File: config.mk
export PLATFORM = sky130hd
export DESIGN_NAME = axi_wr_arbiter
export DESIGN_NICKNAME = d
export VERILOG_FILES = /design/src/rtl/axi_wr_arbiter.sv
export SDC_FILE = /design/constraint.sdc
export NUM_CORES = 1
export LEC_CHECK = 0
export CAP_MARGIN = 20
export CELL_PAD_IN_SITES_DETAIL_PLACEMENT = 0
export CELL_PAD_IN_SITES_GLOBAL_PLACEMENT = 1
export CORE_MARGIN = 2
export CORE_UTILIZATION = 42
export DETAILED_ROUTE_END_ITERATION = 16
export PLACE_DENSITY_LB_ADDON = 0.1
export SLEW_MARGIN = 20
export SYNTH_ARGS = -nofsm -noshare
export SYNTH_HDL_FRONTEND = slang
export SYNTH_SLANG_ARGS = --single-unit
File: constraint.sdc
create_clock -name ACLK -period 3.6 [get_ports ACLK]
set_input_delay 0.36 -clock ACLK [delete_from_list [all_inputs] [get_ports ACLK]]
set_output_delay 0.36 -clock ACLK [all_outputs]
set_load 0.05 [all_outputs]
File: src/rtl/axi_wr_arbiter.sv
// Round-robin write-path arbiter: grants one master a full AW -> W -> B transaction,
// drives the mux select/enables and checks the W beat count against the captured AWLEN.
module axi_wr_arbiter #(
    parameter  int INPUT_NUM = 3,
    localparam int IDX_W     = $clog2(INPUT_NUM)
) (
    input  logic                 ACLK,
    input  logic                 ARESETn,
    input  logic [INPUT_NUM-1:0] awvalid_i,
    input  logic [7:0]           awlen_i,
    input  logic                 aw_hs_i,
    input  logic                 w_hs_i,
    input  logic                 wlast_i,
    input  logic                 b_hs_i,
    output logic [INPUT_NUM-1:0] grant_o,
    output logic [IDX_W-1:0]     sel_o,
    output logic                 aw_en_o,
    output logic                 w_en_o,
    output logic                 b_en_o,
    output logic [7:0]           beat_cnt_o,
    output logic                 len_err_o
);

    typedef enum logic [1:0] {IDLE, ADDR, DATA, RESP} state_t;

    state_t           state_reg, state_next;
    logic [IDX_W-1:0] sel_reg, sel_next;
    logic [IDX_W-1:0] last_reg, last_next;
    logic [7:0]       len_reg, len_next;
    logic [8:0]       cnt_reg, cnt_next;
    logic [8:0]       cnt_inc;
    logic [8:0]       len_plus1;
    logic             err_reg, err_next;
    logic [IDX_W-1:0] pick;

    // Candidate gi is the master at offset gi+1 past the last winner (mod INPUT_NUM).
    logic [IDX_W:0]       cand_sum [INPUT_NUM];
    logic [IDX_W-1:0]     cand_idx [INPUT_NUM];
    logic [INPUT_NUM-1:0] req_rot;

    genvar gi;
    generate
        for (gi = 0; gi < INPUT_NUM; gi++) begin : g_rot
            assign cand_sum[gi] = {1'b0, last_reg} + (IDX_W+1)'(gi + 1);
            assign cand_idx[gi] = (cand_sum[gi] >= (IDX_W+1)'(INPUT_NUM))
                                ? IDX_W'(cand_sum[gi] - (IDX_W+1)'(INPUT_NUM))
                                : IDX_W'(cand_sum[gi]);
            assign req_rot[gi]  = awvalid_i[cand_idx[gi]];
        end
        for (gi = 0; gi < INPUT_NUM; gi++) begin : g_grant
            assign grant_o[gi] = (state_reg != IDLE) && (sel_reg == IDX_W'(gi));
        end
    endgenerate

    always_comb begin
        pick = '0;
        for (int i = INPUT_NUM - 1; i >= 0; i--) begin
            if (req_rot[i]) pick = cand_idx[i];
        end
    end

    // Counter is one bit wider than the port so a 256-beat burst compares correctly.
    assign cnt_inc   = (cnt_reg == 9'h1FF) ? cnt_reg : cnt_reg + 9'd1;
    assign len_plus1 = {1'b0, len_reg} + 9'd1;

    always_comb begin
        state_next = state_reg;
        sel_next   = sel_reg;
        last_next  = last_reg;
        len_next   = len_reg;
        cnt_next   = cnt_reg;
        err_next   = 1'b0;
        aw_en_o    = 1'b0;
        w_en_o     = 1'b0;
        b_en_o     = 1'b0;
        case (state_reg)
            IDLE: begin
                if (|awvalid_i) begin
                    sel_next   = pick;
                    state_next = ADDR;
                end
            end
            ADDR: begin
                aw_en_o = 1'b1;
                if (aw_hs_i) begin
                    len_next   = awlen_i;
                    cnt_next   = '0;
                    state_next = DATA;
                end
            end
            DATA: begin
                w_en_o = 1'b1;
                if (w_hs_i) begin
                    cnt_next = cnt_inc;
                    if (wlast_i) begin
                        err_next   = (cnt_inc != len_plus1);
                        state_next = RESP;
                    end else begin
                        err_next = (cnt_inc == len_plus1);
                    end
                end
            end
            RESP: begin
                b_en_o = 1'b1;
                if (b_hs_i) begin
                    last_next  = sel_reg;
                    state_next = IDLE;
                end
            end
            default: state_next = IDLE;
        endcase
    end

    always_ff @(posedge ACLK or negedge ARESETn) begin
        if (!ARESETn) begin
            state_reg <= IDLE;
            sel_reg   <= '0;
            last_reg  <= IDX_W'(INPUT_NUM - 1);
            len_reg   <= '0;
            cnt_reg   <= '0;
            err_reg   <= 1'b0;
        end else begin
            state_reg <= state_next;
            sel_reg   <= sel_next;
            last_reg  <= last_next;
            len_reg   <= len_next;
            cnt_reg   <= cnt_next;
            err_reg   <= err_next;
        end
    end

    assign sel_o      = sel_reg;
    assign beat_cnt_o = cnt_reg[8] ? 8'hFF : cnt_reg[7:0];
    assign len_err_o  = err_reg;

endmodule

Yosys cells after proc, flatten, opt, wreduce, memory -nomap -nowiden
Cells that the tools add are included.
W data, S select, Z words.
- register bits after elaboration: 24
- input port bits: 17
- output and inout port bits: 17
- logic and storage cells: 75
- add/subtract/negate cells: 8
- magnitude comparators: 6
- eq/ne operators: 13
- multiplexer cells: 29
- reductions and logical operators: 13
- operators with widths (operator ; count):
    $mux W9 ; 3
    $mux W2 ; 11
    $pmux W9 S2 ; 1
    $ne A2 B2 Y1 const B ; 5
    $add A8 B1 Y9 const B ; 1
    $add A9 B1 Y9 const B ; 1
    $eq A9 B9 Y1 ; 1
    $eq A9 B9 Y1 const B ; 1
    $ge A3 B2 Y1 const B ; 3
    $lt A2 B3 Y1 const B ; 3
    $mux W1 ; 9
    $ne A9 B9 Y1 ; 1
    $mux W8 ; 1
    $pmux W2 S4 ; 1
    $add A2 B2 Y3 const B ; 2
    $bmux W1 S2 ; 3
    $eq A2 B2 Y1 const B ; 3
    $reduce_and A2 Y1 ; 3
    $sub A2 B2 Y2 const B ; 3
    $reduce_and A5 Y1 ; 1
    $eq A2 B1 Y1 const B ; 2
    $logic_not A2 Y1 ; 2
    $reduce_bool A2 Y1 ; 2
    $add A2 B1 Y3 const B ; 1
    other kinds (3) ; 5

Depth between registers and ports, before layout
Gate-level depths: netlist of the first run.
- depth after elaboration: 8
- gate-level depth with buffers: 9
- gate-level depth less buffers: 8

Worst setup path after synthesis of the first run
No wires, ideal clock.
- path kind: register to output
- from: register sel_reg[0], in the netlist sel_o[0]
- to: output grant_o[1]
- data arrival time: 1892 ps
- data required time: 3240 ps
- slack: 1348 ps
- cell stages (with the launch flop): 2
- path buffers: 0
- cell sequence: dfrtp_1 -> nor3b_1
- word-level cells in the longest chain between the ends: 2
- RTL lines (element ; RTL line ; RTL):
    from (decl) ; 27 ; logic [IDX_W-1:0] sel_reg, sel_next;
    from (signal assigned) ; 124 ; sel_reg <= sel_next;
    $eq A2 B1 Y1 ; 51 ; assign grant_o[gi] = (state_reg != IDLE) && (sel_reg == IDX_W'(gi));
    $logic_and A1 B1 Y1 ; 51 ;
    to (decl) ; 15 ; output logic [INPUT_NUM-1:0] grant_o,
Every way passes these cells.

Final worst setup path of the first run
- from: register cnt_reg[0]
- to: register err_reg, in the netlist len_err_o
- word-level cells in the longest chain between the ends: 6
- elaborated cells on any way between the ends: 8
- classes of those cells: add/sub (1); eq/ne (3); mux (4)
- RTL lines (element ; RTL line ; RTL):
    from (decl) ; 30 ; logic [8:0] cnt_reg, cnt_next;
    from (signal assigned) ; 127 ; cnt_reg <= cnt_next;
    $add A9 B1 Y9 / $eq A9 B9 Y1 (equally long branches) ; 63 ; assign cnt_inc = (cnt_reg == 9'h1FF) ? cnt_reg : cnt_reg + 9'd1;
    $mux W9 (*) ; 63 ;
    $eq A9 B9 Y1 / $ne A9 B9 Y1 (equally long branches) ; 99, 96 ;
    $mux W1 (*) ; 95 ; if (wlast_i) begin
    $mux W1 (*) ; 93 ; if (w_hs_i) begin
    $mux W1 (*) ; 76 ; case (state_reg)
    via err_next ; 33 ; logic err_reg, err_next;
    to (signal assigned) ; 128 ; err_reg <= err_next;
    to (decl) ; 33 ;
The timed path passes the listed nets; every way through them passes the cells marked *.
A chain may end at the register's enable or synchronous reset.

==> reports/qor.csv, run 1 <==
metric,value,unit
drt via density,5.82,
# port buffers,33,
Synth async-reset ratio,100,%
area of the die,0.00495,mm²
RSZ-0062 raised after global routing,false,
max reg flops,9,
Clock Root Buffer,clkbuf_8,
Slew @ Worst Pin,0.549,ns
area occupied by multi-input gates,0.00115,mm²
Finished Layout Cells,285,
share of layout cells above drive strength 1,12.9,%
total wire length,4.51,mm
Synth Net Count,233,
via count,1660,
# DRC,0,
most frequent cells in the layout,"32 x clkdlybuf4s50_1, 23 x dfrtp_1, 18 x nand2_1",
hold_buf cts,0,
final net count,260,
setup TNS,0,ns
Clk network pwr share,13.8,%
"Max FO, Critical Path",9,
WL per Instance,15.8,µm
maximum VDD drop,0.000405,V
Yosys reg bits,24,
initial core utilization,43.0,%
Synth area leaders,"dfrtp_1 31%, ha_1 6.1%, mux2_2 6.1%",
width of the die,70.3,µm
PD cells,778,mW/mm²
# IOs,34,
gr busiest metal,met2,
fin crit period,2.60,ns
DP HPWL,3.53,mm
vias in the first global route,1634,
met1 global-route usage,24.3,%
relative slew slack,63.4,%
placeable core area,0.00429,mm²
"most common cell after layout, fill and taps aside",clkdlybuf4s50_1,
"Clk pin slew, worst setup/hold paths",0.09,ns
antenna violations before repair,0,
Congestion Overflow GR,0,
post-synth top area cell,dfrtp_1,
GRT Resource Usage Total,19.2,%
Reg-to-Reg Start,cnt_reg[0],
count of placed standard cells including taps,281,
FMAX,385,MHz
final period utilization,72.1,%
r2r worst-path depth,8,
Psw,0.814,mW
worst setup margin,1.00,ns
Flop pwr share,29.1,%
class of the worst hold path,input pin to async pin,
Synth Instances,207,
met3 usage,2.60,%
total CTS buffers,3,
first-pass GRT wire length,7.67,mm
Setup Slack @ Placement,1.04,ns
worst-skew pair later-pin latency,0.27,ns
DR iter-0 viols,77,
"Setup Fix Bufs, Post-CTS",0,
Die H,70.3,µm
Fin. Hold Viols,0,
cell row count,24,
Main synth FF type,dfrtp_1,
Int Pwr,0.931,mW
crit path kind,flop to flop,
CTS tree,done,
Storage cell area,602,µm²
final setup fails,0,
crit start category,flop,
Yosys cell types,52,
GRT met2 Usage,33.6,%
number of flops mapped to enable cells by yosys,0,
Comb pwr share,57.1,%
Final Max Tran Viols,0,
slack of the worst reg-to-reg path,1.00,ns
crit path DAT,2.81,ns
area delta synth->final,21.4,%
ANT cells,0,
R2R Path End,len_err_o,
switch share,46.7,%
outcome,"complete, no violations",
Fillers,411,
static leakage,0.932,nW
post-synth top area share,31.1,%
"Seq/Total Area, Yosys",32.6,%
CTS Buffer Depth,2,
# resized after CTS,0,
H-tree depth,1,
Util after Layout,52.2,%
clock skew,0.00299,ns
syn_area_per_cell,8.93,µm²
area of the mapped netlist,0.00185,mm²
first drt pass iteration count,4,
pin count of the biggest net entering global routing,25,
gpl congestion,0.921,
Crit. End Element,flop,
synth warn,0,
"Data required, critical path",3.82,ns
Tot Pwr,1.75,mW
# Max-Cap Violations,0,
Final ANT Viol Nets,0,
clk sink count,24,
## Yosys cell counts (2+ instances only)
library cell	count
or2_2	9
nor2b_1	2
a32o_1	2
buf_2	5
inv_1	7
a21oi_1	4
nand3_1	13
mux2_2	10
o32ai_1	2
and4b_1	2
nor3b_1	3
o2111ai_1	4
and3_1	3
xnor2_1	9
nor4_1	2
xor2_1	6
dfrtp_1	23
nor3_1	8
buf_4	5
nand2_1	18
nand4_1	4
o21ai_0	11
nand2b_1	2
nor2_1	14
or4_1	2
a31oi_1	3
ha_1	9
## kinds of logic (layout without fill, tap and decap cells)
family | count (synthesis) | after routing | synth area share (%)
flops | 24 | 24 | 32.6
compound gates | 41 | 41 | 16.0
mux | 11 | 11 | 6.64
buf+inv | 18 | 44 | 5.01
xor+xnor | 15 | 15 | 7.11
simple gates | 89 | 89 | 26.5
fa+ha+maj | 9 | 9 | 6.09
## cell type report
| class | count | share of cell area [%] |
|---|---|---|
| repair buffers | 33 | 14.5 |
| multi-input cells | 165 | 51.4 |
| clock buffers | 3 | 1.84 |
| inverters | 7 | 1.17 |
| flip-flops and latches | 24 | 26.8 |
| clock inverters | 1 | 1.34 |
| well taps | 52 | 2.90 |
## metrics by stage
stage               cell area, µm²  hold WS, ns
finish                        2240       0.0645
detailed placement            2180        0.566
CTS                           2250        0.587
global placement              2180        0.546
floorplan                     1850       0.0644
global route                  2240        0.106
## power by group through the flow
| stage | sequential [mW] | combinational [mW] | clock (mW) |
|---|---|---|---|
| after detailed placement | 0.514 | 0.998 | 0 |
| after global placement | 0.506 | 0.975 | 0 |
| final | 0.508 | 0.997 | 0.240 |
| after floorplan | 0.482 | 0.773 | 0 |
| after CTS | 0.509 | 1.01 | 0.248 |
| after global routing | 0.528 | 1.10 | 0.261 |
## metal layers
layer	routed length (µm)	share of wire (%)	vias up
met5	0	0	-
met4	102	2.3	0
met3	176	3.9	9
met2	2210	49	46
met1	2020	45	794
li1	-	-	811
## critical path, cell delays in order, from the launching register on
cell	delay, ns
dfrtp_1	0.48
ha_1	0.37
nand2_1	0.21
or4_1	0.55
a22o_1	0.21
nand3_1	0.06
o2111ai_1	0.15
or4_1	0.43
nand2_1	0.08
## worst max path at each step
stage,start,to,slack [ns],depth (start not counted)
detailed placement,cnt_reg[0],len_err_o,1.04,8
CTS,cnt_reg[0],len_err_o,1.01,8
finish,cnt_reg[0],len_err_o,1.00,8
global placement,cnt_reg[0],len_err_o,1.08,8
floorplan,sel_o[0],grant_o[1],1.35,1
global route,cnt_reg[0],len_err_o,0.87,8
Note: power is estimated with default switching activity, not from simulation.
==> run 2: changes to the inputs <==
Settings changed: CORE_UTILIZATION 42 to 39.
Clock period 3.6 ns to 2.4 ns, I/O delays scaled along.
==> run 2 against run 1 <==
  * Clock-buffer cell count unchanged
  * Clock skew rose by 0.0071 ns
  * Sequential share of layout area shrank 1.4 points
  * Register-to-register slack got worse by 0.86 ns
  * Clock power increased by 50%
  * Critical endpoint unchanged
==> reports/qor.csv, run 2 (same netlist as run 1, synthesis figures left out) <==
metric,value,unit,change
outcome,"complete, no violations",,unchanged
H-tree depth,1,,unchanged
clk sink count,24,,unchanged
worst-skew pair later-pin latency,0.27,ns,about the same
"Max FO, Critical Path",9,,unchanged
"most common cell after layout, fill and taps aside",clkdlybuf4s50_1,,unchanged
WL per Instance,15.8,µm,about the same
class of the worst hold path,input pin to async pin,,unchanged
# DRC,0,,unchanged
Fin. Hold Viols,0,,unchanged
total wire length,4.76,mm,was 4.51 mm
area of the die,0.00530,mm²,was 0.00495 mm²
Tot Pwr,2.68,mW,was 1.75 mW
setup TNS,0,ns,unchanged
DR iter-0 viols,80,,was 77
CTS Buffer Depth,2,,unchanged
first drt pass iteration count,4,,unchanged
crit path kind,flop to flop,,unchanged
final net count,274,,was 260
hold_buf cts,0,,unchanged
ANT cells,0,,unchanged
GRT Resource Usage Total,19.5,%,was 19.2%
# port buffers,33,,unchanged
crit start category,flop,,unchanged
final setup fails,0,,unchanged
total CTS buffers,3,,unchanged
initial core utilization,39.9,%,was 43.0%
max reg flops,9,,unchanged
static leakage,1.03,nW,was 0.932 nW
fin crit period,2.26,ns,was 2.60 ns
DP HPWL,3.73,mm,was 3.53 mm
maximum VDD drop,0.000676,V,was 0.000405 V
"Data required, critical path",2.62,ns,was 3.82 ns
Slew @ Worst Pin,0.507,ns,was 0.549 ns
relative slew slack,66.2,%,was 63.4%
Final Max Tran Viols,0,,unchanged
FMAX,443,MHz,was 385 MHz
first-pass GRT wire length,8.12,mm,was 7.67 mm
RSZ-0062 raised after global routing,false,,unchanged
Congestion Overflow GR,0,,unchanged
Final ANT Viol Nets,0,,unchanged
# IOs,34,,unchanged
PD cells,1130,mW/mm²,was 778 mW/mm²
placeable core area,0.00463,mm²,was 0.00429 mm²
antenna violations before repair,0,,unchanged
CTS tree,done,,unchanged
share of layout cells above drive strength 1,18.6,%,was 12.9%
Crit. End Element,flop,,unchanged
vias in the first global route,1766,,was 1634
most frequent cells in the layout,"30 x clkdlybuf4s50_1, 23 x dfrtp_1, 18 x nand2_1",,"was 32 x clkdlybuf4s50_1, 23 x dfrtp_1, 18 x nand2_1"
"Clk pin slew, worst setup/hold paths",0.10,ns,was 0.09 ns
clock skew,0.0101,ns,was 0.00299 ns
width of the die,72.8,µm,was 70.3 µm
gpl congestion,0.961,,was 0.921
via count,1700,,was 1660
Fillers,442,,was 411
Die H,72.8,µm,was 70.3 µm
# Max-Cap Violations,0,,unchanged
crit path DAT,2.48,ns,was 2.81 ns
Clock Root Buffer,clkbuf_8,,unchanged
area delta synth->final,28.0,%,was 21.4%
cell row count,25,,was 24
pin count of the biggest net entering global routing,25,,unchanged
final period utilization,94.1,%,was 72.1%
drt via density,5.65,,was 5.82
run 2: cell count changes in the layout (fill, tap and decap cells not counted):
cell / previous run / this run
and4_1: 1 / 0
and4_2: 0 / 1
buf_2: 1 / 0
buf_4: 0 / 14
clkdlybuf4s50_1: 32 / 30
dlygate4sd2_1: 0 / 1
dlymetal6s2s_1: 0 / 2
ha_1: 9 / 7
ha_2: 0 / 2
o21ai_0: 11 / 10
o21ai_1: 1 / 2
run 2: final timing paths:
kind                            start           to  slack, ns  cells past startpoint
max reg2reg                cnt_reg[1]    len_err_o       0.14                      8
min reg2reg                len_reg[7]   len_reg[7]       0.56                      1
max                        cnt_reg[1]    len_err_o       0.14                      8
min in group ACLK          len_reg[7]   len_reg[7]       0.56                      1
max in group asynchronous     ARESETn  last_reg[1]       1.79                      2
min                           ARESETn     sel_o[0]       0.32                      2
run 2: per-layer routing:
| metal | part of all wire, % | vias to the layer above | track usage, % |
|---|---|---|---|
| li1 | - | 836 | - |
| met1 | 45 | 816 | 24.8 |
| met2 | 51 | 44 | 34.6 |
| met3 | 3.2 | 4 | 2.07 |
| met4 | 0.88 | 0 | 6.17 |
| met5 | 0 | - | 0 |
run 2: critical path, stage by stage (launching register included):
cell and delay, ns:
dfrtp_1 0.37, ha_2 0.28, and4_4 0.29, nand2_4 0.05
o221a_1 0.23, nor4_1 0.29, o2111ai_1 0.19, or4_1 0.42
nand2_1 0.08
run 2: per-stage QoR:
stage | instances | utilization, % | hold slack, ns | worst slack, ns | cell area (µm²)
detailed placement | 297 | 49.4 | 0.545 | 0.100 | 2280
global placement | 297 | 49.4 | 0.543 | 0.154 | 2280
CTS | 301 | 50.9 | 0.328 | 0.00940 | 2350
global route | 301 | 51.1 | 0.361 | 0.0134 | 2370
floorplan | 207 | - | -0.0556 | 0.199 | 1850
finish | 301 | 51.1 | 0.320 | 0.141 | 2370
run 2: timing repair:
action                                  in CTS  in global routing
endpoints found under the setup margin       1                  3
buffers inserted                             0                  0
gates resized for setup                      1                  6
pin swaps                                    0                  0
run 2: final cells by class:
type	count	area, µm²	area share (%)
Multi-Input combinational cell	165	1160	49.0
Clock inverter	1	30.0	1.27
Sequential cell	24	602	25.4
Inverter	7	26.3	1.11
Tap cell	54	67.6	2.86
Clock buffer	3	41.3	1.75
Timing Repair Buffer	47	439	18.6
run 2: report_power, final:
part / leakage, nW / switching [mW] / internal, mW
Combinational: 0.689 / 0.920 / 0.669
Clock: 0.0357 / 0.137 / 0.223
Sequential: 0.305 / 0.179 / 0.549
Total: 1.03 / 1.24 / 1.44
